[config.mk]
export PLATFORM = sky130hd
export DESIGN_NAME = hazard_stall_ctrl_flat
export DESIGN_NICKNAME = d
export VERILOG_FILES = /design/src/rtl/hazard_stall_ctrl_pkg.sv /design/src/rtl/hazard_stall_ctrl_if.sv /design/src/rtl/hazard_stall_ctrl_muldiv_seq.sv /design/src/rtl/hazard_stall_ctrl.sv /design/src/flat_wrapper.sv
export SDC_FILE = /design/constraint.sdc
export NUM_CORES = 1
export LEC_CHECK = 0
export ABC_AREA = 1
export CORE_ASPECT_RATIO = 0.7
export CORE_MARGIN = 2
export CORE_UTILIZATION = 40
export DETAILED_ROUTE_END_ITERATION = 16
export PLACE_DENSITY_LB_ADDON = 0.1
export SYNTH_ARGS = -nofsm -noshare
export SYNTH_HDL_FRONTEND = slang
export SYNTH_SLANG_ARGS = --single-unit
[constraint.sdc]
create_clock -name clock -period 1.45 [get_ports clock]
set_input_delay 0.29 -clock clock [delete_from_list [all_inputs] [get_ports clock]]
set_output_delay 0.29 -clock clock [all_outputs]
set_load 0.02 [all_outputs]
[src/rtl/hazard_stall_ctrl_pkg.sv]
// ---------------------------------------------------------------------------
// pipeline_pkg
// Shared definitions for the Minisys-1A pipeline interlock controller.
//   md_state_e          : mult/div sequencer states (IDLE, BUSY, DONE)
//   REG_ZERO            : GPR $0, which never creates a dependency
//   *_DEFAULT constants : default EX-stage occupancy of mult/div and the
//                         busy counter width
// Optional feature macro used by the controller: HAZARD_PERF_EN.
// ---------------------------------------------------------------------------
package pipeline_pkg;

    typedef enum logic [1:0] {
        IDLE = 2'd0,
        BUSY = 2'd1,
        DONE = 2'd2
    } md_state_e;

    localparam logic [4:0] REG_ZERO = 5'd0;

    localparam int MULT_CYCLES_DEFAULT = 4;
    localparam int DIV_CYCLES_DEFAULT  = 32;
    localparam int CNT_W_DEFAULT       = 6;

endpackage

[src/rtl/hazard_stall_ctrl_if.sv]
// ---------------------------------------------------------------------------
// hazard_stall_ctrl_if
// Bundle between the pipeline datapath and the interlock controller.
//   master : pipeline side, drives the ID/EX/MEM hazard fields, the mult/div
//            start strobes and Flush; receives the stall/bubble controls.
//   slave  : controller side (hazard_stall_ctrl).
// With HAZARD_PERF_EN defined the bundle also carries three 32-bit
// performance counters (Perf_LU_Cnt, Perf_BL_Cnt, Perf_MD_Cnt).
// ---------------------------------------------------------------------------
interface hazard_stall_ctrl_if;

    logic [4:0] ID_rs;
    logic [4:0] ID_rt;
    logic       ID_UseRs;
    logic       ID_UseRt;
    logic       ID_Branch;
    logic       ID_MulDiv;
    logic       ID_EX_MemRead;
    logic       ID_EX_RegWrite;
    logic [4:0] ID_EX_waddr;
    logic       EX_MEM_MemRead;
    logic [4:0] EX_MEM_waddr;
    logic       EX_MultStart;
    logic       EX_DivStart;
    logic       Flush;

    logic       PC_Stall;
    logic       IF_ID_Stall;
    logic       ID_EX_Stall;
    logic       ID_EX_Bubble;
    logic       EX_MEM_Bubble;
    logic       MulDiv_Busy;
    logic       MulDiv_Done;

`ifdef HAZARD_PERF_EN
    logic [31:0] Perf_LU_Cnt;
    logic [31:0] Perf_BL_Cnt;
    logic [31:0] Perf_MD_Cnt;
`endif

    modport master (
        output ID_rs, ID_rt, ID_UseRs, ID_UseRt, ID_Branch, ID_MulDiv,
               ID_EX_MemRead, ID_EX_RegWrite, ID_EX_waddr,
               EX_MEM_MemRead, EX_MEM_waddr,
               EX_MultStart, EX_DivStart, Flush,
`ifdef HAZARD_PERF_EN
        input  Perf_LU_Cnt, Perf_BL_Cnt, Perf_MD_Cnt,
`endif
        input  PC_Stall, IF_ID_Stall, ID_EX_Stall, ID_EX_Bubble,
               EX_MEM_Bubble, MulDiv_Busy, MulDiv_Done
    );

    modport slave (
        input  ID_rs, ID_rt, ID_UseRs, ID_UseRt, ID_Branch, ID_MulDiv,
               ID_EX_MemRead, ID_EX_RegWrite, ID_EX_waddr,
               EX_MEM_MemRead, EX_MEM_waddr,
               EX_MultStart, EX_DivStart, Flush,
`ifdef HAZARD_PERF_EN
        output Perf_LU_Cnt, Perf_BL_Cnt, Perf_MD_Cnt,
`endif
        output PC_Stall, IF_ID_Stall, ID_EX_Stall, ID_EX_Bubble,
               EX_MEM_Bubble, MulDiv_Busy, MulDiv_Done
    );

endinterface

[src/rtl/hazard_stall_ctrl_muldiv_seq.sv]
// ---------------------------------------------------------------------------
// muldiv_seq
// Mult/div EX-occupancy sequencer. A start loads the counter with N-2; the
// FSM then spends N-2 cycles in BUSY and one cycle in DONE, so together with
// the start cycle the EX stage is occupied for exactly N cycles.
// Ports:
//   clock, resetn  : core clock, asynchronous active-low reset
//   i_mult_start   : mult/multu entering EX
//   i_div_start    : div/divu entering EX (wins over i_mult_start)
//   i_flush        : abandon any in-flight operation, no Done
//   o_busy         : registered, FSM is in BUSY
//   o_done         : registered, FSM is in DONE (HI/LO write cycle)
// ---------------------------------------------------------------------------
module muldiv_seq
    import pipeline_pkg::*;
#(
    parameter int MULT_CYCLES = MULT_CYCLES_DEFAULT,
    parameter int DIV_CYCLES  = DIV_CYCLES_DEFAULT,
    parameter int CNT_W       = CNT_W_DEFAULT
) (
    input  logic clock,
    input  logic resetn,
    input  logic i_mult_start,
    input  logic i_div_start,
    input  logic i_flush,
    output logic o_busy,
    output logic o_done
);

    localparam logic [CNT_W-1:0] MULT_LOAD = CNT_W'(MULT_CYCLES - 2);
    localparam logic [CNT_W-1:0] DIV_LOAD  = CNT_W'(DIV_CYCLES - 2);
    localparam logic [CNT_W-1:0] CNT_ONE   = CNT_W'(1);

    md_state_e        r_state;
    logic [CNT_W-1:0] r_cnt;
    logic             r_busy;
    logic             r_done;

    // A start is only accepted from IDLE or DONE; DONE + start gives a
    // back-to-back operation. A zero load (N=2) skips BUSY entirely.
    // The BUSY exit fires when the counter is about to decrement to zero.
    always_ff @(posedge clock or negedge resetn) begin
        if (!resetn) begin
            r_state <= IDLE;
            r_cnt   <= '0;
            r_busy  <= 1'b0;
            r_done  <= 1'b0;
        end else if (i_flush) begin
            r_state <= IDLE;
            r_cnt   <= '0;
            r_busy  <= 1'b0;
            r_done  <= 1'b0;
        end else begin
            case (r_state)
                IDLE, DONE: begin
                    if (i_div_start || i_mult_start) begin
                        r_cnt <= i_div_start ? DIV_LOAD : MULT_LOAD;
                        if ((i_div_start ? DIV_LOAD : MULT_LOAD) == '0) begin
                            r_state <= DONE;
                            r_busy  <= 1'b0;
                            r_done  <= 1'b1;
                        end else begin
                            r_state <= BUSY;
                            r_busy  <= 1'b1;
                            r_done  <= 1'b0;
                        end
                    end else begin
                        r_state <= IDLE;
                        r_cnt   <= '0;
                        r_busy  <= 1'b0;
                        r_done  <= 1'b0;
                    end
                end
                BUSY: begin
                    if (r_cnt <= CNT_ONE) begin
                        r_state <= DONE;
                        r_cnt   <= '0;
                        r_busy  <= 1'b0;
                        r_done  <= 1'b1;
                    end else begin
                        r_cnt <= r_cnt - CNT_ONE;
                    end
                end
                default: begin
                    r_state <= IDLE;
                    r_cnt   <= '0;
                    r_busy  <= 1'b0;
                    r_done  <= 1'b0;
                end
            endcase
        end
    end

    assign o_busy = r_busy;
    assign o_done = r_done;

endmodule

[src/rtl/hazard_stall_ctrl.sv]
// ---------------------------------------------------------------------------
// hazard_stall_ctrl
// Pipeline interlock controller for the 5-stage Minisys-1A core. Detects the
// hazards forwarding cannot cover (load-use, branch-in-ID after a load,
// mult/div EX occupancy) and drives the PC / IF/ID / ID/EX / EX/MEM
// freeze and bubble controls.
// Ports:
//   clock, resetn : core clock, asynchronous active-low reset
//   hz (slave)    : hazard fields in, stall/bubble/busy/done out
// Optional feature macro HAZARD_PERF_EN: adds the Perf_LU_Cnt, Perf_BL_Cnt
// and Perf_MD_Cnt cycle counters (cleared by reset only, wrap at 2^32).
// ---------------------------------------------------------------------------
module hazard_stall_ctrl
    import pipeline_pkg::*;
#(
    parameter int MULT_CYCLES = MULT_CYCLES_DEFAULT,
    parameter int DIV_CYCLES  = DIV_CYCLES_DEFAULT,
    parameter int CNT_W       = CNT_W_DEFAULT
) (
    input logic           clock,
    input logic           resetn,
    hazard_stall_ctrl_if.slave hz
);

    logic r_armed;
    logic w_md_busy;
    logic w_md_done;
    logic w_lu;
    logic w_bl;
    logic w_live;
    logic w_start;
    logic w_freeze;
    logic w_hazard;
    logic w_unused_id_muldiv;

    // Keeps every output low until the first clock edge after reset release.
    always_ff @(posedge clock or negedge resetn) begin
        if (!resetn) begin
            r_armed <= 1'b0;
        end else begin
            r_armed <= 1'b1;
        end
    end

    // mfhi/mflo need no interlock of their own: they are held by the
    // occupancy freeze and read HI/LO through forwarding after DONE.
    assign w_unused_id_muldiv = hz.ID_MulDiv;

    assign w_lu = hz.ID_EX_MemRead & hz.ID_EX_RegWrite &
                  (hz.ID_EX_waddr != REG_ZERO) &
                  ((hz.ID_UseRs & (hz.ID_rs == hz.ID_EX_waddr)) |
                   (hz.ID_UseRt & (hz.ID_rt == hz.ID_EX_waddr)));

    assign w_bl = hz.ID_Branch & hz.EX_MEM_MemRead &
                  (hz.EX_MEM_waddr != REG_ZERO) &
                  ((hz.ID_UseRs & (hz.ID_rs == hz.EX_MEM_waddr)) |
                   (hz.ID_UseRt & (hz.ID_rt == hz.EX_MEM_waddr)));

    muldiv_seq #(
        .MULT_CYCLES (MULT_CYCLES),
        .DIV_CYCLES  (DIV_CYCLES),
        .CNT_W       (CNT_W)
    ) u_muldiv_seq (
        .clock        (clock),
        .resetn       (resetn),
        .i_mult_start (r_armed & hz.EX_MultStart),
        .i_div_start  (r_armed & hz.EX_DivStart),
        .i_flush      (hz.Flush),
        .o_busy       (w_md_busy),
        .o_done       (w_md_done)
    );

    // Priority: Flush, then mult/div freeze (start cycle or BUSY), then
    // load hazards. The DONE cycle freezes nothing, so a load hazard that was
    // masked during BUSY is seen again there and never lost.
    assign w_live   = r_armed & ~hz.Flush;
    assign w_start  = w_live & ~w_md_busy & (hz.EX_MultStart | hz.EX_DivStart);
    assign w_freeze = w_live & (w_md_busy | w_start);
    assign w_hazard = w_live & ~w_freeze & (w_lu | w_bl);

    assign hz.PC_Stall      = w_freeze | w_hazard;
    assign hz.IF_ID_Stall   = w_freeze | w_hazard;
    assign hz.ID_EX_Stall   = w_freeze;
    assign hz.ID_EX_Bubble  = w_hazard;
    assign hz.EX_MEM_Bubble = w_freeze;
    assign hz.MulDiv_Busy   = w_freeze;
    assign hz.MulDiv_Done   = w_live & w_md_done;

`ifdef HAZARD_PERF_EN
    logic [31:0] r_perf_lu;
    logic [31:0] r_perf_bl;
    logic [31:0] r_perf_md;

    // Flush does not clear these; only reset does.
    always_ff @(posedge clock or negedge resetn) begin
        if (!resetn) begin
            r_perf_lu <= '0;
            r_perf_bl <= '0;
            r_perf_md <= '0;
        end else begin
            if (w_hazard & w_lu) r_perf_lu <= r_perf_lu + 32'd1;
            if (w_hazard & w_bl) r_perf_bl <= r_perf_bl + 32'd1;
            if (w_freeze)        r_perf_md <= r_perf_md + 32'd1;
        end
    end

    assign hz.Perf_LU_Cnt = r_perf_lu;
    assign hz.Perf_BL_Cnt = r_perf_bl;
    assign hz.Perf_MD_Cnt = r_perf_md;
`endif

endmodule

[src/flat_wrapper.sv]
// flat-port wrapper written by rule: the top's interface ports become plain ports
module hazard_stall_ctrl_flat import pipeline_pkg::*;
#(
    parameter int MULT_CYCLES = MULT_CYCLES_DEFAULT,
    parameter int DIV_CYCLES  = DIV_CYCLES_DEFAULT,
    parameter int CNT_W       = CNT_W_DEFAULT
)
  (clock, resetn, hz_ID_rs, hz_ID_rt, hz_ID_UseRs, hz_ID_UseRt, hz_ID_Branch, hz_ID_MulDiv, hz_ID_EX_MemRead, hz_ID_EX_RegWrite, hz_ID_EX_waddr, hz_EX_MEM_MemRead, hz_EX_MEM_waddr, hz_EX_MultStart, hz_EX_DivStart, hz_Flush, hz_PC_Stall, hz_IF_ID_Stall, hz_ID_EX_Stall, hz_ID_EX_Bubble, hz_EX_MEM_Bubble, hz_MulDiv_Busy, hz_MulDiv_Done);
  hazard_stall_ctrl_if hz_i ();
  input logic clock;
  input logic resetn;
  input wire logic [$bits(hz_i.ID_rs)-1:0] hz_ID_rs;
  input wire logic [$bits(hz_i.ID_rt)-1:0] hz_ID_rt;
  input wire logic [$bits(hz_i.ID_UseRs)-1:0] hz_ID_UseRs;
  input wire logic [$bits(hz_i.ID_UseRt)-1:0] hz_ID_UseRt;
  input wire logic [$bits(hz_i.ID_Branch)-1:0] hz_ID_Branch;
  input wire logic [$bits(hz_i.ID_MulDiv)-1:0] hz_ID_MulDiv;
  input wire logic [$bits(hz_i.ID_EX_MemRead)-1:0] hz_ID_EX_MemRead;
  input wire logic [$bits(hz_i.ID_EX_RegWrite)-1:0] hz_ID_EX_RegWrite;
  input wire logic [$bits(hz_i.ID_EX_waddr)-1:0] hz_ID_EX_waddr;
  input wire logic [$bits(hz_i.EX_MEM_MemRead)-1:0] hz_EX_MEM_MemRead;
  input wire logic [$bits(hz_i.EX_MEM_waddr)-1:0] hz_EX_MEM_waddr;
  input wire logic [$bits(hz_i.EX_MultStart)-1:0] hz_EX_MultStart;
  input wire logic [$bits(hz_i.EX_DivStart)-1:0] hz_EX_DivStart;
  input wire logic [$bits(hz_i.Flush)-1:0] hz_Flush;
  output wire logic [$bits(hz_i.PC_Stall)-1:0] hz_PC_Stall;
  output wire logic [$bits(hz_i.IF_ID_Stall)-1:0] hz_IF_ID_Stall;
  output wire logic [$bits(hz_i.ID_EX_Stall)-1:0] hz_ID_EX_Stall;
  output wire logic [$bits(hz_i.ID_EX_Bubble)-1:0] hz_ID_EX_Bubble;
  output wire logic [$bits(hz_i.EX_MEM_Bubble)-1:0] hz_EX_MEM_Bubble;
  output wire logic [$bits(hz_i.MulDiv_Busy)-1:0] hz_MulDiv_Busy;
  output wire logic [$bits(hz_i.MulDiv_Done)-1:0] hz_MulDiv_Done;
  assign hz_i.ID_rs = hz_ID_rs;
  assign hz_i.ID_rt = hz_ID_rt;
  assign hz_i.ID_UseRs = hz_ID_UseRs;
  assign hz_i.ID_UseRt = hz_ID_UseRt;
  assign hz_i.ID_Branch = hz_ID_Branch;
  assign hz_i.ID_MulDiv = hz_ID_MulDiv;
  assign hz_i.ID_EX_MemRead = hz_ID_EX_MemRead;
  assign hz_i.ID_EX_RegWrite = hz_ID_EX_RegWrite;
  assign hz_i.ID_EX_waddr = hz_ID_EX_waddr;
  assign hz_i.EX_MEM_MemRead = hz_EX_MEM_MemRead;
  assign hz_i.EX_MEM_waddr = hz_EX_MEM_waddr;
  assign hz_i.EX_MultStart = hz_EX_MultStart;
  assign hz_i.EX_DivStart = hz_EX_DivStart;
  assign hz_i.Flush = hz_Flush;
  assign hz_PC_Stall = hz_i.PC_Stall;
  assign hz_IF_ID_Stall = hz_i.IF_ID_Stall;
  assign hz_ID_EX_Stall = hz_i.ID_EX_Stall;
  assign hz_ID_EX_Bubble = hz_i.ID_EX_Bubble;
  assign hz_EX_MEM_Bubble = hz_i.EX_MEM_Bubble;
  assign hz_MulDiv_Busy = hz_i.MulDiv_Busy;
  assign hz_MulDiv_Done = hz_i.MulDiv_Done;
  hazard_stall_ctrl #(.MULT_CYCLES(MULT_CYCLES), .DIV_CYCLES(DIV_CYCLES), .CNT_W(CNT_W)) u_core (.clock(clock), .resetn(resetn), .hz(hz_i));
endmodule
======== Word-level counts from Yosys, hierarchy flattened ========
Index checks and enable logic that the tools add are counted.
word-level totals
  word-level logic and storage cells ...... 68
  input port bits ......................... 32
  register bits after elaboration ......... 11
cells by class
  reduce and logical (&&, ||, !) cells .... 6
  magnitude comparators ................... 1
  bitwise logic cells ..................... 28
  mux-type cells .......................... 20
  $add $sub $neg .......................... 1
  eq/ne operators ......................... 7
operator list
  cell                   number
  $eq A5 B5 Y1           4
  $and A1 B1 Y1          19
  $mux W6                2
  $pmux W6 S2            1
  $mux W5                2
  $reduce_bool A5 Y1     2
  $mux W1                8
  $mux W2                4
  $le A6 B1 Y1 const B   1
  $logic_not A6 Y1       1
  $or A1 B1 Y1           6
  $sub A6 B1 Y6 const B  1
  $pmux W1 S2            2
  $pmux W2 S2            1
  $ne A3 B3 Y1 const B   1
  $not A1 Y1             3
  $eq A2 B1 Y1 const B   1
  $eq A2 B2 Y1 const B   1
  $logic_not A2 Y1       1
  $reduce_or A2 Y1       1
  $logic_or A1 B1 Y1     1

======== Depth between registers and ports, before layout ========
  word-level depth ........................ 10
  gate-level depth with buffers ........... 11
  gate-level depth less buffers ........... 10

======== Modules after synthesis ========
A second synthesis with hierarchy kept.
second synthesis, totals
  cells, all modules ...................... 190
  area, all modules ....................... 1,002.2 µm²
by module, submodules not included
  module             instances  cells each  area an instance (µm²)
  hazard_stall_ctrl  1          131         543.0
  muldiv_seq         1          59          459.2

======== Worst setup path before layout ========
No wires, ideal clock.
  kind .................................... input-to-output
  start point ............................. input hz_ID_EX_waddr[1]
  end point ............................... output hz_PC_Stall
  arrival ................................. 1.135 ns
  path buffers ............................ 1
  stages .................................. 10
  data required time ...................... 1.160 ns
  setup slack ............................. 0.025 ns
  cells stage by stage .................... inv_1 nor2_1 nor2_1 nand3_1 nand2_1 nand2_1 nand2_1 nand2_1 nand2_1 buf_4
between the ends
  cells in the longest elaborated chain, start to end .. 7
  elaborated cells on any way between the ends .. 11
  classes of those cells .................. 2 x eq/ne; 8 x bitwise; 1 x reduce/logical
ends and longest elaborated chain
  what                                     line                                              text
  from (decl)                              flat_wrapper.sv:20                                input wire logic [$bits(hz_i.ID_EX_waddr)-1:0] hz_ID_EX_waddr;
  $eq A5 B5 Y1, on equally long branches   hazard_stall_ctrl.sv:51, hazard_stall_ctrl.sv:52
  $and A1 B1 Y1, on equally long branches  hazard_stall_ctrl.sv:51, hazard_stall_ctrl.sv:52
  $or A1 B1 Y1                             hazard_stall_ctrl.sv:51                           ((hz.ID_UseRs & (hz.ID_rs == hz.ID_EX_waddr)) |
  $and A1 B1 Y1 (*)                        hazard_stall_ctrl.sv:50                           (hz.ID_EX_waddr != REG_ZERO) &
  $or A1 B1 Y1 (*)                         hazard_stall_ctrl.sv:79                           assign w_hazard = w_live & ~w_freeze & (w_lu | w_bl);
  $and A1 B1 Y1 (*)                        hazard_stall_ctrl.sv:79
  $or A1 B1 Y1 (*)                         -
  to (decl)                                flat_wrapper.sv:26                                output wire logic [$bits(hz_i.PC_Stall)-1:0] hz_PC_Stall;
Mark *: on every way between the ends. The rest lies on a longest branch, timed or not.

======== Worst setup path after layout ========
  start point ............................. input hz_ID_EX_waddr[4]
  end point ............................... output hz_IF_ID_Stall
between the ends
  cells in the longest elaborated chain, start to end .. 7
  elaborated cells on any way between the ends .. 11
  classes of those cells .................. 2 x eq/ne; 8 x bitwise; 1 x reduce/logical
ends and longest elaborated chain
  what                                     line                                              text
  $eq A5 B5 Y1, on equally long branches   hazard_stall_ctrl.sv:51, hazard_stall_ctrl.sv:52
  $and A1 B1 Y1, on equally long branches  hazard_stall_ctrl.sv:51, hazard_stall_ctrl.sv:52
  $or A1 B1 Y1                             hazard_stall_ctrl.sv:51
  $and A1 B1 Y1 (*)                        hazard_stall_ctrl.sv:50
  $or A1 B1 Y1 (*)                         hazard_stall_ctrl.sv:79
  $and A1 B1 Y1 (*)                        hazard_stall_ctrl.sv:79
  $or A1 B1 Y1 (*)                         hazard_stall_ctrl.sv:82                           assign hz.IF_ID_Stall = w_freeze | w_hazard;
  to (decl)                                flat_wrapper.sv:27                                output wire logic [$bits(hz_i.IF_ID_Stall)-1:0] hz_IF_ID_Stall;
Marks and branches as above.

==> impl_metrics.ini <==
[cells_and_area]
area_growth_pct = 50.4
ff_latch_area_sq_um = 250
fillers = 211
stdcell_count = 254
diodes = 0
multiInputGateArea_sq_um = 591
num-nets-final = 258
drive_above_1_share = 0.383

[logic_synthesis]
yosys_warnings = 0
synth-simple-area-share = 0.468
synthAdderAreaFrac = 0.0260
ys_types = 19
synthesis.area_sq_um = 963
synth_nets = 209
netlist.top_cell.by_area = nand2_1
synth_area_leaders = nand2_1 (26%), dfrtp_1 (26%), inv_1 (12%), nor2_1 (7.8%), nand3_1 (5.7%)
synth-seq-area-share = 0.260
synth_top_family_by_area = simple AND/OR/NAND/NOR gates
synth-xor-area-share = 0.0273
synth_top_area_share = 0.265
netlist_instances = 175
synth_compound_area_frac = 0.0364
muxShareOfSynthArea = 0
synth_seq_cells = 10
synth.avg_cell_area_sq_um = 5.51

[critical_path]
path_max_fanout = 4
reg2reg_depth = 9
crit_required_ns = 1.16
end_kind = primary output
crit_type = input pin to primary output
r2r_slack_ns = 0.15
critPathArrivalTime_ns = 1.21
r2r_end = u_core.u_muldiv_seq.o_busy
reg2reg_from = u_core.u_muldiv_seq.r_cnt[1]
worst_setup_path_start_kind = input pin

[floorplan]
dieArea_sq_um = 2820
io-pin-count = 39
fp.dieW_microns = 62.7
dieHeight_microns = 45.1
core_sq_um = 2210
start_util = 0.437
rows = 14

[route]
ant_nets = 0
drc = 0
vias = 1107
viasPerCell = 4.36
routed_wl_microns = 2640
met1_length_microns = 1330
top_layer = met3
routed-wl-met2_microns = 1160
dr.pass1.iters = 4
wl_per_cell_microns = 10.4
met3_length_microns = 153
dr.first_iter.drc_count = 41

[worst_hold_path]
holdCritPathClass = input pin to async pin

[timing]
rsz0062_at_grt = yes
worst_slack_ns = -0.0487
tns_ns = -0.104
timing.hold.ws_ns = 0.343
setup_violations = 3
max_freq_mhz = 667
fin_worst_skew_ns = 0.00599
fin_crit_ns = 1.50
finalCritPeriodShare = 1.03
slew_viol_final = 0
finalHoldViolations = 0

[cts]
cts_tree = yes
cts_hold_buffers = 0
htreeDepth = 1
clock-sinks = 10
clockBufferDepth = 2
cts.clk_slew.worst_paths_ns = 0.07
clock-root-buffer = clkbuf_4
numCtsBuffers = 3
clk_latency_ns = 0.26

[power_and_ir_drop]
finalPower_uw = 850
power_leakage_uw = 0.000901
ir_drop_mv = 0.504
power-per-cell-area_nw_per_um2 = 586

[global_route]
grt_pass1_wl_microns = 4220
gr-usage-all-layers = 0.193
grt_max_degree = 11
grt_overflow = 0
grt_pass1_vias = 984
antenna_found_initial = 0

[placed_design]
hpwl_microns = 2110
gp_congestion = 0.861
dp.cells = 249
portBuffers = 37

[status]
status = finished, violations left
violations = negative setup slack

[run]
maxCapViolCount = 0
## where the power goes
group	total, uW	internal (uW)	switching, uW
Clock	189	95.8	93.0
Sequential	311	299	12.5
Combinational	350	162	187
## through the flow
step                      cell area [sq um]  setup WS, ns   util
after floorplan                         963        0.0249      -
final                                  1450       -0.0487  0.656
after detailed placement               1410        -0.957  0.639
after global placement                 1410        -0.945  0.639
after global routing                   1450        -0.143  0.656
after CTS                              1360       -0.0967  0.616
## cells in the mapped netlist
cell / n
nor3_2: 1
xnor2_1: 1
xor2_1: 2
inv_1: 30
o21ai_0: 6
nand2_1: 68
nor2_2: 3
conb_1: 1
buf_4: 3
nor2_1: 20
nand3_1: 11
nand2_2: 1
ha_1: 2
nor3_1: 1
nand4_1: 3
dfrtp_1: 10
inv_2: 10
nor4_1: 1
o21ai_1: 1
## sequential cells by signal (all words and copies together) (netlist names)
| signal | flops |
|---|---|
| u_core.r_armed | 1 |
| u_core.u_muldiv_seq.o_busy | 1 |
| u_core.u_muldiv_seq.o_done | 1 |
| u_core.u_muldiv_seq.r_cnt | 6 |
| u_core.u_muldiv_seq.r_state | 1 |
## cell families after synthesis
family                     count (synthesis)
and+or+nand+nor                          109
AOI/OAI and AO/OA                          7
buffers and inverters                     43
DFF                                       10
adders and majority gates                  2
xor gates and xnor gates                   3
other                                      1
## area by class of cell
cell class	instances	share of cell area
multi-input cells	122	0.408
flip-flops and latches	10	0.173
repair buffers	47	0.271
clock buffers	3	0.0155
inverters	40	0.105
well taps	32	0.0276
## worst max-delay path, stage by stage
cell,delay [ns]
buf_8,0.10
buf_6,0.11
nor3_4,0.12
nand3_1,0.09
nand3_1,0.08
inv_1,0.05
nand2_2,0.06
nand2_2,0.05
nand2_2,0.07
nand2_2,0.07
buf_6,0.13
## worst max path at each step
stage	depth (start not counted)	start	to
2_1_floorplan	10	hz_ID_EX_waddr[1]	hz_PC_Stall
3_3_place_gp	12	hz_ID_EX_waddr[2]	hz_IF_ID_Stall
3_5_place_dp	12	hz_ID_EX_waddr[0]	hz_IF_ID_Stall
4_1_cts	11	hz_ID_EX_waddr[4]	hz_IF_ID_Stall
5_1_grt	11	hz_ID_EX_waddr[4]	hz_IF_ID_Stall
6_report	11	hz_ID_EX_waddr[4]	hz_IF_ID_Stall
## repair_timing
| item | in CTS | in global routing |
|---|---|---|
| pin swaps | 22 | 24 |
| resized for setup | 148 | 37 |
| endpoints found under the setup margin | 7 | 7 |
| buffers inserted | 1 | 1 |
## cells in the final DEF (no fill, tap or decap), drive strengths merged
cell           count
nand2             69
inv               40
buf               37
nor2              23
nand3             11
dfrtp             10
dlygate4sd2        7
o21ai              7
clkbuf             5
nand4              3
xor2               2
nor3               2
ha                 2
xnor2              1
nor4               1
clkdlybuf4s50      1
conb               1
## layer usage
layer,global-route usage,up-vias
met2,0.323,32
met4,0.0133,0
met5,0,-
li1,-,609
met1,0.267,466
met3,0.0524,0
No activity file was read; power rests on OpenSTA's default activity.
==> RTL change: new RTL, same settings <==
The package constant `CNT_W_DEFAULT` goes from 6 to 7.
--- a/src/rtl/hazard_stall_ctrl_pkg.sv
+++ b/src/rtl/hazard_stall_ctrl_pkg.sv
@@ -20,5 +20,5 @@
     localparam int MULT_CYCLES_DEFAULT = 4;
     localparam int DIV_CYCLES_DEFAULT  = 32;
-    localparam int CNT_W_DEFAULT       = 6;
+    localparam int CNT_W_DEFAULT       = 7;
 
 endpackage
Function: no difference found for any inputs over 10 cycles, from zero or initial values and one cycle with resetn low; that may be too few to reach the edited logic, so the function may still have changed.
==> RTL change against the unedited design <==
The run still ends with negative setup slack left; worst setup slack got worse by 0.021 ns; sequential cell count rose by 1; clock skew fell by 0.0020 ns; synthesized cell count fell by 1.7%; routed wire length is 4.9% higher; final cell count stayed put; area after synthesis is 4.3% higher; final area is 2.6% higher; power up 12%; fmax fell by 1.4%; core utilization fell by 4.3 points; largest cell class unchanged.
==> RTL change: results (changes against the unedited design) <==
pin count of the biggest net entering global routing=12 (was 11); Via density=4.520 (was 4.358); proportion of cell area occupied by multi-input gates=0.4301 (was 0.4076); Post-layout nets=255 (was 258); met3 Resource Use GR=0.05693 (was 0.05237); number of cells upsized or downsized after cts=142 (was 148); number of non-clock inverters in the layout=33 (was 40); global-route track usage on met1=0.2557 (was 0.2667); Synth top cells by count=sky130_fd_sc_hd__nand2_1, sky130_fd_sc_hd__inv_1, sky130_fd_sc_hd__nor2_1 (unchanged); post-CTS setup buffers=3 (was 1); Arr. time, crit path=1.23 ns (was 1.21 ns); final setup skew=0.004009 ns (was 0.005987 ns); worst slack at placement=-0.9969 ns (was -0.9574 ns); Routed WL per cell=10.90 um (was 10.39 um); flip-flop count of the largest register, all copies and words added=7 (was 6); Non-clock buffering overhead=0.2551 (was 0.2712); violations in the final reports=negative setup slack (unchanged); estimated wirelength of the detail-placed design=2.161 mm (was 2.110 mm); endpoints failing setup=3 (unchanged); count of state elements after synthesis=11 (was 10); Layout clock area frac=0.01768 (was 0.01554); result of the run=finished with violations (unchanged); Synth Area in Compound Gates=0.04981 (was 0.03636); PnR worst setup slack=-0.07004 ns (was -0.04869 ns); XOR/XNOR Fraction of Synth Area=0.04359 (was 0.02727); Layout clock buffers=4 (was 3)
==> RTL change: cell types whose count changed in the layout (fill, tap and decap cells not counted), moves of 3 or more <==
cell and delta:
sky130_fd_sc_hd__nand2_1 -3, sky130_fd_sc_hd__buf_4 -8, sky130_fd_sc_hd__xnor2_1 +3, sky130_fd_sc_hd__buf_2 +9, sky130_fd_sc_hd__nand3_1 -3, sky130_fd_sc_hd__inv_2 -5, sky130_fd_sc_hd__clkdlybuf4s15_1 +3
==> RTL change: worst max path at each step <==
stage | start | to | slack, ns
final | hz_EX_MEM_waddr[1] | hz_PC_Stall | -0.07
after global routing | hz_EX_MEM_waddr[1] | hz_PC_Stall | -0.15
after CTS | hz_EX_MEM_waddr[1] | hz_PC_Stall | -0.07
after detailed placement | hz_ID_EX_waddr[2] | hz_PC_Stall | -1.0
after global placement | hz_EX_MEM_waddr[4] | hz_IF_ID_Stall | -0.98
after floorplan | hz_EX_MEM_waddr[0] | hz_PC_Stall | 0.04
==> RTL change: critical path, cell delays in order <==
cell and delay (ns):
sky130_fd_sc_hd__buf_6 0.09, sky130_fd_sc_hd__buf_6 0.12, sky130_fd_sc_hd__nand2_4 0.05, sky130_fd_sc_hd__nand2_2 0.05, sky130_fd_sc_hd__nor2_2 0.10, sky130_fd_sc_hd__nand3_1 0.07
sky130_fd_sc_hd__nand2_1 0.07, sky130_fd_sc_hd__nand2_1 0.04, sky130_fd_sc_hd__nand2_1 0.08, sky130_fd_sc_hd__nand2_2 0.06, sky130_fd_sc_hd__nand2_2 0.09, sky130_fd_sc_hd__buf_6 0.12
==> RTL change: where the power goes <==
part | switching [W] | total, W | internal [W]
Combinational | 0.000208 | 0.000391 | 0.000183
Sequential | 0.0000237 | 0.000354 | 0.000330
Clock | 0.0000994 | 0.000206 | 0.000107
Total | 0.000331 | 0.000951 | 0.000620
